<file path="config.mk">
export PLATFORM = sky130hd
export DESIGN_NAME = trng_rnd_collector_flat
export DESIGN_NICKNAME = d
export VERILOG_FILES = /design/src/rtl/trng_rnd_collector_pkg.sv /design/src/rtl/trng_rnd_collector_if.sv /design/src/rtl/trng_rnd_collector_vn.sv /design/src/rtl/trng_rnd_collector.sv /design/src/flat_wrapper.sv
export SDC_FILE = /design/constraint.sdc
export NUM_CORES = 1
export LEC_CHECK = 0
export CAP_MARGIN = 10
export CORE_MARGIN = 2
export CORE_UTILIZATION = 51
export DETAILED_ROUTE_END_ITERATION = 10
export PLACE_DENSITY = 0.76
export SLEW_MARGIN = 10
export SYNTH_ARGS = -nofsm -noshare
export SYNTH_HDL_FRONTEND = slang
export SYNTH_SLANG_ARGS = --single-unit
export TNS_END_PERCENT = 100
</file>
<file path="constraint.sdc">
create_clock -name rng_clk -period 2.6 [get_ports rng_clk]
set_clock_uncertainty 0.1 [all_clocks]
set_input_delay 0.52 -clock rng_clk [delete_from_list [all_inputs] [get_ports rng_clk]]
set_output_delay 0.52 -clock rng_clk [all_outputs]
set_load 0.01 [all_outputs]
</file>
<file path="src/rtl/trng_rnd_collector_pkg.sv">
// Shared constants for the TRNG entropy collector: word width, period width,
// bit-count width and the collector state encoding.
package trng_rnd_collector_pkg;

   localparam int DATA_W    = 16;
   localparam int CNT_W     = 32;
   localparam int BIT_CNT_W = 5;

   localparam logic [1:0] IDLE   = 2'd0;
   localparam logic [1:0] SAMPLE = 2'd1;
   localparam logic [1:0] STALL  = 2'd2;

   // A zero period would never reach the sample point, so it runs as 1.
   function automatic logic [CNT_W-1:0] period_of(input logic [CNT_W-1:0] cnt);
      return (cnt == '0) ? CNT_W'(1) : cnt;
   endfunction

endpackage

</file>
<file path="src/rtl/trng_rnd_collector_if.sv">
// Collector-to-CRNGT word handshake: holding word, valid, read strobe and
// fill status. master = collector, slave = CRNGT consumer.
interface trng_rnd_collector_if;
   import trng_rnd_collector_pkg::*;

   logic                 crngt_collector_rd;
   logic [DATA_W-1:0]    collector_crngt_data;
   logic                 collector_valid;
   logic                 collector_stall;
   logic [BIT_CNT_W-1:0] bit_cnt;

   modport master (
      input  crngt_collector_rd,
      output collector_crngt_data,
      output collector_valid,
      output collector_stall,
      output bit_cnt
   );

   modport slave (
      output crngt_collector_rd,
      input  collector_crngt_data,
      input  collector_valid,
      input  collector_stall,
      input  bit_cnt
   );

endinterface

</file>
<file path="src/rtl/trng_rnd_collector_vn.sv">
// Von Neumann corrector (built only with TRNG_VN_CORRECTOR_EN): pairs raw
// samples, 01 -> 0, 10 -> 1, 00/11 dropped.
module trng_vn_corrector (
   input  logic rng_clk,
   input  logic rst,
   input  logic clr,
   input  logic smp_vld,
   input  logic smp_bit,
   output logic acc_vld,
   output logic acc_bit
);

   logic half_q, half_d;
   logic first_q, first_d;

   always_comb begin
      half_d  = half_q;
      first_d = first_q;
      acc_vld = 1'b0;
      acc_bit = first_q;
      if (clr) begin
         half_d  = 1'b0;
         first_d = 1'b0;
      end else if (smp_vld) begin
         if (!half_q) begin
            half_d  = 1'b1;
            first_d = smp_bit;
         end else begin
            half_d  = 1'b0;
            // the first bit of a differing pair is the output bit
            acc_vld = first_q ^ smp_bit;
         end
      end
   end

   always_ff @(posedge rng_clk) begin
      if (rst) begin
         half_q  <= 1'b0;
         first_q <= 1'b0;
      end else begin
         half_q  <= half_d;
         first_q <= first_d;
      end
   end

endmodule

</file>
<file path="src/rtl/trng_rnd_collector.sv">
// Entropy collector: samples rnd_bit every sample_cnt cycles into a 16-bit
// shift register, double-buffered behind a holding register read by the CRNGT.
// Optional von Neumann corrector on the sample path: TRNG_VN_CORRECTOR_EN.
//
//   state  | meaning
//   IDLE   | sampling disabled, period counter idle
//   SAMPLE | period counter running, bits shifted in on terminal count
//   STALL  | shift register full behind a full holding register, counter frozen
module trng_rnd_collector
   import trng_rnd_collector_pkg::*;
(
   input  logic                   rng_clk,
   input  logic                   rst,
   input  logic                   rnd_src_en,
   input  logic                   rnd_bit,
   input  logic [CNT_W-1:0]       sample_cnt,
   trng_rnd_collector_if.master   col
);

   logic [1:0]           state_q,  state_d;
   logic [CNT_W-1:0]     period_q, period_d;
   logic [CNT_W-1:0]     cnt_q,    cnt_d;
   logic [DATA_W-1:0]    shift_q,  shift_d;
   logic [BIT_CNT_W-1:0] bcnt_q,   bcnt_d;
   logic [DATA_W-1:0]    hold_q,   hold_d;
   logic                 valid_q,  valid_d;

   logic              smp_vld;
   logic              acc_vld;
   logic              acc_bit;
   logic [DATA_W-1:0] word;

   assign smp_vld = (state_q == SAMPLE) && rnd_src_en && (cnt_q == CNT_W'(1));

`ifdef TRNG_VN_CORRECTOR_EN
   trng_vn_corrector u_vn (
      .rng_clk (rng_clk),
      .rst     (rst),
      .clr     (state_q == IDLE),
      .smp_vld (smp_vld),
      .smp_bit (rnd_bit),
      .acc_vld (acc_vld),
      .acc_bit (acc_bit)
   );
`else
   assign acc_vld = smp_vld;
   assign acc_bit = rnd_bit;
`endif

   assign word = {shift_q[DATA_W-2:0], acc_bit};

   always_comb begin
      state_d  = state_q;
      period_d = period_q;
      cnt_d    = cnt_q;
      shift_d  = shift_q;
      bcnt_d   = bcnt_q;
      hold_d   = hold_q;
      valid_d  = valid_q;

      // a read of a pending word clears valid unless a new word lands below
      if (col.crngt_collector_rd && valid_q)
         valid_d = 1'b0;

      case (state_q)
         IDLE: begin
            if (rnd_src_en) begin
               state_d  = SAMPLE;
               period_d = period_of(sample_cnt);
               cnt_d    = period_of(sample_cnt);
            end
         end

         SAMPLE: begin
            if (!rnd_src_en) begin
               state_d = IDLE;
               shift_d = '0;
               bcnt_d  = '0;
            end else begin
               if (cnt_q == CNT_W'(1))
                  cnt_d = period_q;
               else
                  cnt_d = cnt_q - CNT_W'(1);

               if (acc_vld) begin
                  shift_d = word;
                  if (bcnt_q == BIT_CNT_W'(DATA_W-1)) begin
                     if (!valid_q || col.crngt_collector_rd) begin
                        hold_d  = word;
                        valid_d = 1'b1;
                        bcnt_d  = '0;
                     end else begin
                        bcnt_d  = BIT_CNT_W'(DATA_W);
                        state_d = STALL;
                     end
                  end else begin
                     bcnt_d = bcnt_q + BIT_CNT_W'(1);
                  end
               end
            end
         end

         STALL: begin
            if (!rnd_src_en) begin
               state_d = IDLE;
               shift_d = '0;
               bcnt_d  = '0;
            end else if (col.crngt_collector_rd) begin
               hold_d  = shift_q;
               valid_d = 1'b1;
               bcnt_d  = '0;
               cnt_d   = period_q;
               state_d = SAMPLE;
            end
         end

         default: begin
            state_d = IDLE;
            shift_d = '0;
            bcnt_d  = '0;
         end
      endcase
   end

   always_ff @(posedge rng_clk) begin
      if (rst) begin
         state_q  <= IDLE;
         period_q <= '0;
         cnt_q    <= '0;
         shift_q  <= '0;
         bcnt_q   <= '0;
         hold_q   <= '0;
         valid_q  <= 1'b0;
      end else begin
         state_q  <= state_d;
         period_q <= period_d;
         cnt_q    <= cnt_d;
         shift_q  <= shift_d;
         bcnt_q   <= bcnt_d;
         hold_q   <= hold_d;
         valid_q  <= valid_d;
      end
   end

   assign col.collector_crngt_data = hold_q;
   assign col.collector_valid      = valid_q;
   assign col.collector_stall      = (state_q == STALL);
   assign col.bit_cnt              = bcnt_q;

endmodule

</file>
<file path="src/flat_wrapper.sv">
// flat-port wrapper written by rule: the top's interface ports become plain ports
module trng_rnd_collector_flat import trng_rnd_collector_pkg::*;
  (rng_clk, rst, rnd_src_en, rnd_bit, sample_cnt, col_crngt_collector_rd, col_collector_crngt_data, col_collector_valid, col_collector_stall, col_bit_cnt);
  trng_rnd_collector_if col_i ();
  input  logic rng_clk;
  input  logic rst;
  input  logic rnd_src_en;
  input  logic rnd_bit;
  input  logic [CNT_W-1:0] sample_cnt;
  input wire logic [$bits(col_i.crngt_collector_rd)-1:0] col_crngt_collector_rd;
  output wire logic [$bits(col_i.collector_crngt_data)-1:0] col_collector_crngt_data;
  output wire logic [$bits(col_i.collector_valid)-1:0] col_collector_valid;
  output wire logic [$bits(col_i.collector_stall)-1:0] col_collector_stall;
  output wire logic [$bits(col_i.bit_cnt)-1:0] col_bit_cnt;
  assign col_i.crngt_collector_rd = col_crngt_collector_rd;
  assign col_collector_crngt_data = col_i.collector_crngt_data;
  assign col_collector_valid = col_i.collector_valid;
  assign col_collector_stall = col_i.collector_stall;
  assign col_bit_cnt = col_i.bit_cnt;
  trng_rnd_collector u_core (.rng_clk(rng_clk), .rst(rst), .rnd_src_en(rnd_src_en), .rnd_bit(rnd_bit), .sample_cnt(sample_cnt), .col(col_i));
endmodule
</file>
==> results.md <==
* Post-Route WL at 17200 um
* Slew Viols, Final at 0
* Combinational Power Share at 37.6%
* VDD IR-drop max at 0.384 mV
* Crit-path max FO at 7
* Reg2Reg Depth at 6
* Synth Cell Area at 5580 sq um
* Pwr Density at 679 nW/um^2
* Area of the multi-input gates at 3220 sq um
* Layout Cells excl Fill at 909
* Worst Path Required at 2830 ps
* Placed cell count at 892
* Row count at 38
* Critical Path AT at 2730 ps
* Average size of a mapped cell at 8.14 sq um
* Netlist cell types at 70
* Sinks on Clock Net at 104
* Final worst path period need at 2510 ps
* Routed wire per std cell at 19.0 um
* Final HPWL DP at 11900 um
* Clock-pin slew on the worst setup and hold paths at 110 ps
* EDFF count, synth at 0
* Hold path depth at 2
* CP Capture Type: flip-flop
* CTS Buf Count at 9
* I/O pin count at 60
* GRT Total Usage at 29.9%
* P_leak at 0.00243 uW
* Worst slew pin tran at 540 ps
* Fraction of registers with async set or reset after synthesis at 0%
* Worst setup SP type: flip-flop
* Iter 0 DRT Violations at 494
* Clock insertion delay at the later pin of the skew report at 400 ps
* Syn nets at 730
* Root buffer cell: clkbuf_8
* Reg power frac at 40.6%
* Status: complete, no violations
* Fill count at 949
* Final Hold Viols at 0
* Final ANT Viol Nets at 0
* Ant diodes at 0
* Vias at 5683
* Number of global-route vias before repair at 5384
* Slew headroom at 64.0%
* Cells after Synth at 685
* Die span in y at 109 um
* GR Overflow Total at 0
* Largest net degree at the start of global routing at 49
* Fmax at 399 MHz
* Sequential Area at 2080 sq um
* Clock Power Share at 21.8%
* H-tree depth at 3
* Core area at 10700 sq um
* Initial core utilization at 51.9%
* Clock Tree Buf Depth at 2
* First-pass GRT wire length at 27400 um
* CTS tree: done
* Setup WS post-layout at 94.4 ps
* IO buf count at 59
* Min-delay worst type: reg -> reg
* Via density at 6.25
* Share of cells above drive strength 1 at 14.6%
* Switching portion of total power at 39.1%
* Period utilization at 96.4%
* Ys Warns at 0
* Die width at 109 um
* Switch Pwr at 1810 uW
* Reg-to-reg setup timing slack at 90 ps
* Area grow syn2layout at 22.0%
* P_int at 2810 uW
* Final Net Count at 809
* Die area at 11800 sq um
* Top_reg_cell synth: dfxtp_1
* Max-Cap Viols at 0
* Sequential area share after synthesis at 37.3%
* Synth Register Bits at 104
* Initial antenna violation count at 0
* GPL Wtd Cong at 0.966
* Residual DRC count at 0
* DRT Pass-1 Iters at 6
* Endpoints failing setup at 0
* Critical path class: reg -> reg
* Worst slack, placed at -179 ps
[registers in the layout (all words and copies together) (netlist names)]
name and cells:
u_core.col.bit_cnt 5, u_core.period_q 32, u_core.col.collector_crngt_data 16, u_core.shift_q 16, u_core.col.collector_valid 1, u_core.cnt_q 32, u_core.state_q 2
[per-layer routing]
layer / wire [um] / GRT usage, % / up-vias
li1: - / - / 2708
met1: 7450 / 39.6 / 2692
met2: 8020 / 47.3 / 248
met3: 1380 / 5.67 / 35
met4: 400 / 13.1 / 0
met5: 0 / 0 / -
[layout by cell type (no fill, tap or decap), types with 4 or more instances in the layout]
cell / synthesis / routed
mux2i_1: 16 / 16
nand2_1: 101 / 101
a211oi_1: 14 / 14
inv_1: 12 / 12
o21ai_0: 29 / 29
and3_1: 10 / 10
nor2b_1: 4 / 4
ha_1: 8 / 8
nor4_1: 20 / 20
clkbuf_8: 0 / 9
xor2_1: 6 / 6
nand4_1: 8 / 8
buf_4: 3 / 58
nand3_1: 10 / 10
inv_6: 0 / 4
nor2_1: 52 / 51
a22oi_1: 25 / 25
a21oi_1: 72 / 72
o2bb2ai_1: 5 / 5
or3_1: 7 / 7
a221oi_2: 8 / 8
a31oi_1: 10 / 10
clkdlybuf4s50_1: 0 / 58
or4_1: 10 / 10
xnor2_1: 5 / 5
o22ai_1: 8 / 8
nor3_1: 15 / 15
dfxtp_1: 104 / 104
o31ai_2: 5 / 5
[power groups by stage]
stage          registers [uW]  logic [uW]  clock network [uW]
2_1_floorplan            1890        1060                   0
3_3_place_gp             1900        1630                   0
3_5_place_dp             1910        1680                   0
4_1_cts                  1870        1680                1020
5_1_grt                  1900        1870                1080
6_report                 1880        1740                1010
[path summary, 6_finish.rpt]
| kind | endpoint | from |
|---|---|---|
| worst max-delay path | u_core.state_q[1] | u_core.cnt_q[19] |
| worst max register to register | u_core.state_q[1] | u_core.cnt_q[19] |
| worst min register to register | u_core.period_q[19] | u_core.period_q[19] |
| worst min-delay path | u_core.period_q[19] | u_core.period_q[19] |
[cell usage after synthesis (4+ instances only)]
master / count / area (sq um)
a221oi_2: 8 / 120
and4_1: 4 / 35.0
a211oi_1: 14 / 105
ha_1: 8 / 100
nand4_1: 8 / 50.1
a31oi_1: 10 / 62.6
nand3_1: 10 / 50.1
or4_1: 10 / 75.1
nor3_1: 15 / 75.1
o2bb2ai_1: 5 / 43.8
or3_1: 7 / 43.8
nor2_1: 52 / 195
clkbuf_1: 39 / 146
o21ai_0: 29 / 145
nor4_1: 20 / 125
nor2b_1: 4 / 25.0
a22oi_1: 25 / 188
nand2_1: 101 / 379
xnor2_1: 5 / 43.8
a21oi_1: 72 / 360
inv_1: 12 / 45.0
o31ai_2: 5 / 62.6
dfxtp_1: 104 / 2080
and3_1: 10 / 62.6
xor2_1: 6 / 52.6
o22ai_1: 8 / 50.1
buf_2: 4 / 20.0
mux2i_1: 16 / 160
[what timing repair did]
action	4_1_cts	5_1_grt
buffers inserted	0	1
endpoints found under the setup margin	0	30
hold buffers	0	0
resized for setup	0	6
[area by class of cell]
type,instances,share of cell area (%)
Multi-Input combinational cell,516,47.4
Timing Repair Buffer,121,16.1
Inverter,12,0.662
Clock buffer,10,1.88
Tap cell,140,2.57
Clock inverter,6,0.883
Sequential cell,104,30.6
[critical path, stage by stage (launching register included)]
cell	delay, ps
dfxtp_1	360
or4_1	580
nor2_1	310
and4_2	390
a21oi_1	130
or4_1	400
a21oi_1	170
[cells by family (layout without fill, tap and decap cells)]
logic type / Yosys count / in the layout / share of synthesized area, %
fa+ha+maj: 8 / 8 / 1.80
flops: 104 / 104 / 37.3
buf+inv: 65 / 149 / 5.30
simple gates: 261 / 261 / 23.3
xor+xnor: 11 / 11 / 1.73
compound gates: 220 / 220 / 27.7
mux: 16 / 16 / 2.87
[metrics by stage]
| stage | hold slack [ps] | instance area, sq um | setup TNS (ps) | power (uW) | util, % |
|---|---|---|---|---|---|
| 2_1_floorplan | 336 | 5580 | 0 | 2950 | - |
| 3_3_place_gp | 347 | 6580 | -159 | 3530 | 61.2 |
| 3_5_place_dp | 353 | 6580 | -257 | 3580 | 61.2 |
| 4_1_cts | 368 | 6770 | 0 | 4570 | 63.0 |
| 5_1_grt | 383 | 6800 | -52.6 | 4850 | 63.3 |
| 6_report | 367 | 6800 | 0 | 4620 | 63.3 |
Power figures use the tool's default switching activity.
